==> src/rtl/mhd_pkg.sv <==
// Shared types and helpers for the Hamming-distance stream monitor.
package mhd_pkg;

    typedef enum logic [1:0] {
        StIdle,
        StRun,
        StDrain,
        StDone
    } mhd_state_e;

    // Smallest r with 2**r >= n; used to size distance and counter fields.
    function automatic int unsigned clog2(input int unsigned n);
        int unsigned r;
        r = 0;
        while ((64'd1 << r) < 64'(n)) begin
            r = r + 1;
        end
        return r;
    endfunction

endpackage

==> src/rtl/mhd_popcount.sv <==
// Combinational population count of a WIDTH-bit vector.
module mhd_popcount
    import mhd_pkg::*;
#(
    parameter int unsigned WIDTH = 8,
    localparam int unsigned HDW = clog2(WIDTH + 1)
) (
    input  logic [WIDTH-1:0] value,
    output logic [HDW-1:0]   count
);

    always_comb begin
        count = '0;
        for (int unsigned i = 0; i < WIDTH; i++) begin
            count = count + HDW'(value[i]);
        end
    end

endmodule

==> src/rtl/mhd_stream_monitor.sv <==
// Windowed Hamming-distance monitor: compares exact/approximate operand pairs through a
// two-stage pipeline and tracks violations and the worst distance over WIN pairs.
module mhd_stream_monitor
    import mhd_pkg::*;
#(
    parameter int unsigned WIDTH = 8,
    parameter int unsigned WIN = 256,
    localparam int unsigned HDW = clog2(WIDTH + 1),
    localparam int unsigned CNTW = clog2(WIN + 1)
) (
    input  logic             clk,
    input  logic             rst,
    input  logic             start,
    input  logic             abort,
    input  logic [HDW-1:0]   thr,
    input  logic [CNTW-1:0]  err_lim,
    input  logic             in_valid,
    output logic             in_ready,
    input  logic [WIDTH-1:0] a,
    input  logic [WIDTH-1:0] b,
    output logic             hd_valid,
    output logic [HDW-1:0]   hd,
    output logic             viol,
    output logic [CNTW-1:0]  viol_cnt,
    output logic [HDW-1:0]   max_hd,
    output logic             done,
    output logic             fail
);

    mhd_state_e      state_q, state_d;
    logic [CNTW-1:0] acc_q;
    logic [HDW-1:0]  thr_q;
    logic [CNTW-1:0] err_lim_q;
    logic [WIDTH-1:0] s1_q;
    logic            s1_valid_q;
    logic [HDW-1:0]  hd_q;
    logic            s2_valid_q;
    logic [CNTW-1:0] viol_cnt_q;
    logic [HDW-1:0]  max_hd_q;
    logic            fail_q;
    logic [HDW-1:0]  pop_count;

    logic accept;
    logic start_ok;
    logic last_accept;

    assign in_ready    = (state_q == StRun);
    assign accept      = in_valid & in_ready;
    assign start_ok    = start & ~abort & ((state_q == StIdle) | (state_q == StDone));
    assign last_accept = accept & (acc_q == CNTW'(WIN - 1));

    always_comb begin
        state_d = state_q;
        if (abort) begin
            state_d = StIdle;
        end else begin
            case (state_q)
                StIdle:  if (start) state_d = StRun;
                StRun:   if (last_accept) state_d = StDrain;
                StDrain: if (!s1_valid_q && !s2_valid_q) state_d = StDone;
                StDone:  if (start) state_d = StRun;
                default: state_d = StIdle;
            endcase
        end
    end

    always_ff @(posedge clk or posedge rst) begin
        if (rst) begin
            state_q <= StIdle;
        end else begin
            state_q <= state_d;
        end
    end

    mhd_popcount #(
        .WIDTH (WIDTH)
    ) u_popcount (
        .value (s1_q),
        .count (pop_count)
    );

    // Abort flushes both stages so nothing in flight reaches the outputs.
    always_ff @(posedge clk or posedge rst) begin
        if (rst) begin
            s1_q       <= '0;
            s1_valid_q <= 1'b0;
            hd_q       <= '0;
            s2_valid_q <= 1'b0;
        end else begin
            s1_valid_q <= accept & ~abort;
            s2_valid_q <= s1_valid_q & ~abort;
            if (accept) s1_q <= a ^ b;
            if (s1_valid_q) hd_q <= pop_count;
        end
    end

    assign hd_valid = s2_valid_q;
    assign hd       = hd_q;
    assign viol     = s2_valid_q & (hd_q > thr_q);

    always_ff @(posedge clk or posedge rst) begin
        if (rst) begin
            acc_q      <= '0;
            thr_q      <= '0;
            err_lim_q  <= '0;
            viol_cnt_q <= '0;
            max_hd_q   <= '0;
            fail_q     <= 1'b0;
        end else if (start_ok) begin
            acc_q      <= '0;
            thr_q      <= thr;
            err_lim_q  <= err_lim;
            viol_cnt_q <= '0;
            max_hd_q   <= '0;
            fail_q     <= 1'b0;
        end else begin
            if (accept) acc_q <= acc_q + CNTW'(1);
            if (viol && (viol_cnt_q != '1)) viol_cnt_q <= viol_cnt_q + CNTW'(1);
            if (hd_valid && (hd_q > max_hd_q)) max_hd_q <= hd_q;
            // Pipeline is empty on this edge, so the count is final.
            if ((state_q == StDrain) && (state_d == StDone)) fail_q <= viol_cnt_q > err_lim_q;
        end
    end

    assign viol_cnt = viol_cnt_q;
    assign max_hd   = max_hd_q;
    assign done     = (state_q == StDone);
    assign fail     = fail_q & done;

endmodule

==> config.mk <==
export PLATFORM = sky130hd
export DESIGN_NAME = mhd_stream_monitor
export DESIGN_NICKNAME = d
export VERILOG_FILES = /design/src/rtl/mhd_pkg.sv /design/src/rtl/mhd_popcount.sv /design/src/rtl/mhd_stream_monitor.sv
export SDC_FILE = /design/constraint.sdc
export NUM_CORES = 1
export LEC_CHECK = 0
export CAP_MARGIN = 20
export CELL_PAD_IN_SITES_DETAIL_PLACEMENT = 1
export CELL_PAD_IN_SITES_GLOBAL_PLACEMENT = 2
export CORE_MARGIN = 3
export CORE_UTILIZATION = 35
export CTS_CLUSTER_SIZE = 30
export DETAILED_ROUTE_END_ITERATION = 10
export PLACE_DENSITY_LB_ADDON = 0.15
export SYNTH_ARGS = -nofsm -noshare
export SYNTH_HDL_FRONTEND = slang
export SYNTH_SLANG_ARGS = --single-unit
==> constraint.sdc <==
create_clock -name clk -period 4.2 [get_ports clk]
set_input_delay 0.42 -clock clk [delete_from_list [all_inputs] [get_ports clk]]
set_output_delay 0.42 -clock clk [all_outputs]
set_load 0.02 [all_outputs]
==> summary.txt <==
CTS H-tree lvls -> 2
Placement Cell Area -> 3620 um^2
Slew Limit Fails -> 0
Multi-input gate area -> 1500 um^2
combinational group share of total power -> 48.3%
synthesized net count -> 375
sw power -> 0.815 mW
commonest non-fill, non-tap cell in the layout -> clkdlybuf4s50_1
WL final -> 6.82 mm
clock share of power -> 15.6%
Final Setup Violations -> 0
status -> finished clean
count of cell types in the netlist -> 42
Max transition margin -> 53.7%
Synth-to-Final Area Change -> 24.9%
post-synth top area share -> 43.6%
clock sink total -> 52
leakage -> 1.69 nW
Final min period -> 2.95 ns
Async SR Flop Fraction -> 100%
cell mode on critical path -> fa_1
initial drt markers -> 35
CP startpoint kind -> flip-flop
data required time at the worst endpoint -> 4.40 ns
final setup TNS -> 0 ns
CP Class -> reg2reg
Register Area -> 1300 um^2
Post-CTS Setup Repair Bufs -> 0
TritonRoute pass-1 iters -> 4
Die Y -> 98.3 um
worst path arrival time -> 3.15 ns
Area contributors post-synth -> dfrtp_1, ha_1, nand2_1
M1 WL -> 3.08 mm
CP max FO -> 2
post-DP HPWL -> 5.12 mm
largest net degree at the start of global routing -> 47
Placed Cells -> 462
fmax -> 0.339 GHz
CTS Buf Count -> 5
EDFF count, synth -> 0
first-pass GRT wire length -> 11.9 mm
final hold slack -> 0.487 ns
sw frac -> 40.2%
Critical Path Max Stage Delay -> 0.46 ns
Most used DFF post-synth -> dfrtp_1
Nets -> 430
Final period util -> 70.1%
worst clock skew -> 0.0162 ns
layout cells sized above 1 -> 6.03%
PD cells -> 545 nW/um^2
Internal -> 1.21 mW
Total Routing Usage GR -> 15.1%
critical path's slowest cell -> fa_1
Core Area -> 8260 um^2
gpl congestion -> 0.792
Post-Layout Inst Area -> 3720 um^2
Die Area -> 9660 um^2
met2 wire len -> 3.40 mm
Final WS setup -> 1.25 ns
Least-Margin Pin Slew -> 0.695 ns
CTS tree -> yes
post-route ant nets -> 0
clk_lat worst skew -> 0.31 ns
total I/O pin count -> 56
Avg WL per Cell -> 14.5 um
Via-to-Cell Ratio -> 4.94
Post-route DRC -> 0
Row Count -> 33
synth warn -> 0
commonest non-fill, non-tap cells in the layout -> clkdlybuf4s50_1, dfrtp_1, nand2_1
initial antenna violation count -> 0
Vias -> 2324
DIE WIDTH -> 98.3 um
Gate Count Post-Synth -> 309
Yosys reg bits -> 52
port buffer count -> 55
Synth area leader -> dfrtp_1
total gr overflow -> 0
maximum capacitance violations -> 0
Sequential Power Share -> 36.1%
CP endpoint kind -> flip-flop
vias in the first global route -> 2461
sequential area share after synthesis -> 43.6%
Syn Std Cell Area -> 2980 um^2
RSZ-0062 raised after global routing -> false
crit-path cells -> ha_1 -> inv_1 -> fa_1 -> fa_1 -> fa_1 -> fa_1 -> xnor2_1 -> mux2_2
metal3 WL -> 277 um
R2R depth -> 8
CTS root buf -> clkbuf_8
Hold Crit Class -> in2async
worst reg-to-reg setup slack -> 1.25 ns
PostCTS Resize Cnt -> 0
Fin. Hold Viols -> 0
clk slew on worst S/H paths -> 0.11 ns
IR drop worst, VDD -> 193 uV
reg-to-reg startpoint -> s1_q[0]
maximum buffer depth of the clock tree -> 2
syn avg cell area -> 9.65 um^2
FF-to-FF End -> hd[2]
Ant. Diodes -> 0
Initial Util -> 36.1%
dpl ws -> 1.26 ns
CTS Hold Buffers Added -> 0
highest routed layer -> met4
fin cells -> 470
fill count -> 964
==> power by group through the flow <==
stage                     sequential, mW  combinational, mW  clock, mW
final                              0.732              0.981      0.316
after CTS                          0.736               1.01      0.331
after detailed placement           0.746               1.00          0
after floorplan                    0.746              0.694          0
after global placement             0.740              0.956          0
after global routing               0.754               1.14      0.349
==> sequential cells by signal, indices dropped and copies added, names as in the netlist <==
name        count
acc_q           9
state_q         2
s1_valid_q      1
s1_q            8
hd_valid        1
thr_q           4
fail_q          1
max_hd          4
viol_cnt        9
err_lim_q       9
hd              4
==> per-stage QoR <==
stage,total power [mW],utilization (%)
3_3_place_gp,1.70,43.9
6_report,2.03,45.1
5_1_grt,2.24,45.1
2_1_floorplan,1.44,-
3_5_place_dp,1.75,43.9
4_1_cts,2.07,45.1
==> worst max-delay path: cells and delay by family (launching register included) <==
kind                     cells  cell delay (ns)
flip-flops                   1             0.39
buffers and inverters        1             0.07
XOR/XNOR                     1             0.13
adder cells (fa/ha/maj)      5             1.98
multiplexers                 1             0.26
==> cells in the mapped netlist (2+ instances only) <==
cell	instances
dfrtp_1	52
and3_1	3
clkbuf_1	2
a21oi_2	2
buf_6	2
or3_1	2
inv_1	34
a21oi_1	11
a211oi_1	4
xor2_1	10
nand2_1	43
nand4_1	7
nor2_1	24
a41o_1	3
xnor2_1	7
buf_2	5
fa_1	4
nand3b_1	2
ha_1	28
mux2i_1	9
nand3_1	4
nor2b_1	2
o21ai_0	26
a31oi_1	3
and2_1	3
==> cell type report <==
| type | instances | share of cell area (%) |
|---|---|---|
| flip-flops and latches | 52 | 34.9 |
| inverters | 34 | 3.43 |
| multi-input cells | 214 | 40.2 |
| well taps | 105 | 3.53 |
| clock inverters | 2 | 0.470 |
| clock buffers | 6 | 2.22 |
| repair buffers | 57 | 15.2 |
==> metal layers <==
layer	vias to the layer above	GRT usage, %
met4	0	3.78
li1	1144	-
met1	1140	19.5
met3	4	3.21
met2	36	25.7
met5	-	0
==> cells by family (layout without fill, tap and decap cells) <==
logic type | count (synthesis) | count (layout) | synth area share [%]
AND/OR/NAND/NOR | 96 | 96 | 14.7
AO/OA/AOI/OAI | 59 | 59 | 12.7
flip-flops | 52 | 52 | 43.6
buffers and inverters | 43 | 99 | 6.13
adder cells (fa/ha/maj) | 32 | 32 | 14.4
XOR/XNOR | 17 | 17 | 4.99
multiplexers | 10 | 10 | 3.40
==> worst max-delay path by stage <==
stage | start | to | slack (ns)
floorplan | s1_q[0] | hd[2] | 1.36
global placement | s1_q[0] | hd[2] | 1.32
detailed placement | s1_q[0] | hd[2] | 1.26
CTS | s1_q[0] | hd[2] | 1.24
global route | s1_q[0] | hd[2] | 1.18
finish | s1_q[0] | hd[2] | 1.25
No activity file was read; power rests on OpenSTA's default activity.
==> RTL edit, RTL diff (same flow settings) <==
`WIDTH` is set to 8 in 2 places; all go to 7.
--- a/src/rtl/mhd_popcount.sv
+++ b/src/rtl/mhd_popcount.sv
@@ -2,7 +2,7 @@
 module mhd_popcount
     import mhd_pkg::*;
 #(
-    parameter int unsigned WIDTH = 8,
+    parameter int unsigned WIDTH = 7,
     localparam int unsigned HDW = clog2(WIDTH + 1)
 ) (
     input  logic [WIDTH-1:0] value,
--- a/src/rtl/mhd_stream_monitor.sv
+++ b/src/rtl/mhd_stream_monitor.sv
@@ -3,7 +3,7 @@
 module mhd_stream_monitor
     import mhd_pkg::*;
 #(
-    parameter int unsigned WIDTH = 8,
+    parameter int unsigned WIDTH = 7,
     parameter int unsigned WIN = 256,
     localparam int unsigned HDW = clog2(WIDTH + 1),
     localparam int unsigned CNTW = clog2(WIN + 1)
Interface: changed (5 resized); port bits go from 56 to 51. No check against the original RTL was run, so the function may have changed too.
==> RTL edit against the unedited design <==
Design area fell by 8.8%. Via count fell by 12%. Sequential power fell by 7.4%. Clock skew fell by 9.4 ps. Wire length fell by 11%. Synthesized area fell by 10%. Worst setup slack improved by 200 ps. Critical path depth fell by 3. Power fell by 12%. Register-to-register slack improved by 220 ps. Sequential cell count fell by 4. Critical path type is now reg -> out. Largest power group unchanged.
==> RTL edit: results (changes against the unedited design) <==
Route
The total number of vias is 2055 (-12%). The final routed wirelength across all metal layers was 6040 µm (-11%). The first-iteration detailed-routing DRC count is 40 (+14%).

Pwr
The switching part of the total power came to 39.9% (-0.33 points). The total leakage power is 1.50 nW (-11%). The worst voltage drop across the vdd grid was 0.000200 V (+3.6%).

Setup path
Tracing the worst setup path back leads to its startpoint at hd[1]. The largest driver fanout on the critical path was 7 (+5). Grouping stages by cell kind, the critical path spends the most delay in buffers and inverters.

The flop-to-flop setup slack is 1470 ps (+220 ps). The stage delay of the slowest cell on the critical path is 570 ps (+110 ps). The highest-delay cell along the critical path is sky130_fd_sc_hd__clkdlybuf4s50_1. The arrival time of data at the critical path endpoint is 2320 ps (-830 ps).

Clock network
The clock input transition at the sequential cells of the worst setup and hold paths is 90 ps (-20 ps).

Place
The final HPWL from detailed placement is 4650 µm (-9.1%). The total placed instance area is 3300 µm² (-9.0%).

Yosys
The commonest cells after synthesis are sky130_fd_sc_hd__dfrtp_1, sky130_fd_sc_hd__nand2_1, sky130_fd_sc_hd__inv_1. Sorting the synthesized cells by area gives the leading types as sky130_fd_sc_hd__dfrtp_1, sky130_fd_sc_hd__ha_1, sky130_fd_sc_hd__nand2_1, sky130_fd_sc_hd__inv_1, sky130_fd_sc_hd__o21ai_1. The post-synth net total is 339 (-9.6%). The part of the Yosys area used for sequential elements is 44.8% (+1.2 points).

GRT
The pin count of the biggest net entering global routing was 49 (+4.3%). The total routing resource utilization after global routing is 15.1% (+0.018 points). The via count of the first global-routing pass is 2204 (-10%).

The wire length of the first global-routing pass came to 10500 µm (-12%).

Status
The flow ran to the end, and the final reports show no timing, DRC or antenna violations.

STA
The worst hold slack after final layout is 346 ps (-140 ps). The slew at the pin closest to its max-slew limit was 962 ps (+267 ps).

Finish
The net total in the final layout was 393 (-8.6%). The fraction of layout cells with a size suffix above 1 is 5.11% (-0.92 points).
RTL edit: cells by family after synthesis:
family | after synthesis | share of synthesized area [%]
compound gates | 52 | 11.9
fa+ha+maj | 29 | 14.4
simple gates | 87 | 14.6
flops | 48 | 44.8
mux | 8 | 3.13
buf+inv | 37 | 5.28
xor+xnor | 18 | 5.89
RTL edit: layout make-up:
| cell class | instances | area, µm² |
|---|---|---|
| Clock buffer | 6 | 72.6 |
| Clock inverter | 1 | 5.00 |
| Fill cell | 819 | 3940 |
| Inverter | 31 | 118 |
| Multi-Input combinational cell | 194 | 1340 |
| Sequential cell | 48 | 1200 |
| Tap cell | 99 | 124 |
| Timing Repair Buffer | 53 | 536 |
RTL edit: power groups by stage:
stage          combinational (mW)  sequential (mW)  clock (mW)
6_report                    0.841            0.678       0.268
2_1_floorplan               0.587            0.691           0
4_1_cts                     0.866            0.683       0.283
3_3_place_gp                0.825            0.685           0
5_1_grt                     0.992            0.699       0.300
3_5_place_dp                0.860            0.693           0
RTL edit: routing by layer:
metal  vias to the layer above  GRT usage, %  routed length (µm)
met4                         0          4.03                  51
li1                       1043             -                   -
met1                       977          18.8                2820
met2                        31          26.6                2970
met3                         4          2.90                 199
met5                         -             0                   0
RTL edit: stage by stage:
step	power [mW]	std cells	setup slack, ps
final	1.79	432	1460
after global routing	1.99	432	1300
after CTS	1.83	431	1410
after detailed placement	1.55	424	1460
after global placement	1.51	424	1540
after floorplan	1.28	279	1570
RTL edit: worst max path at each step:
stage / end
CTS: viol
detailed placement: hd[2]
finish: viol
global route: viol
global placement: hd[2]
floorplan: hd[2]
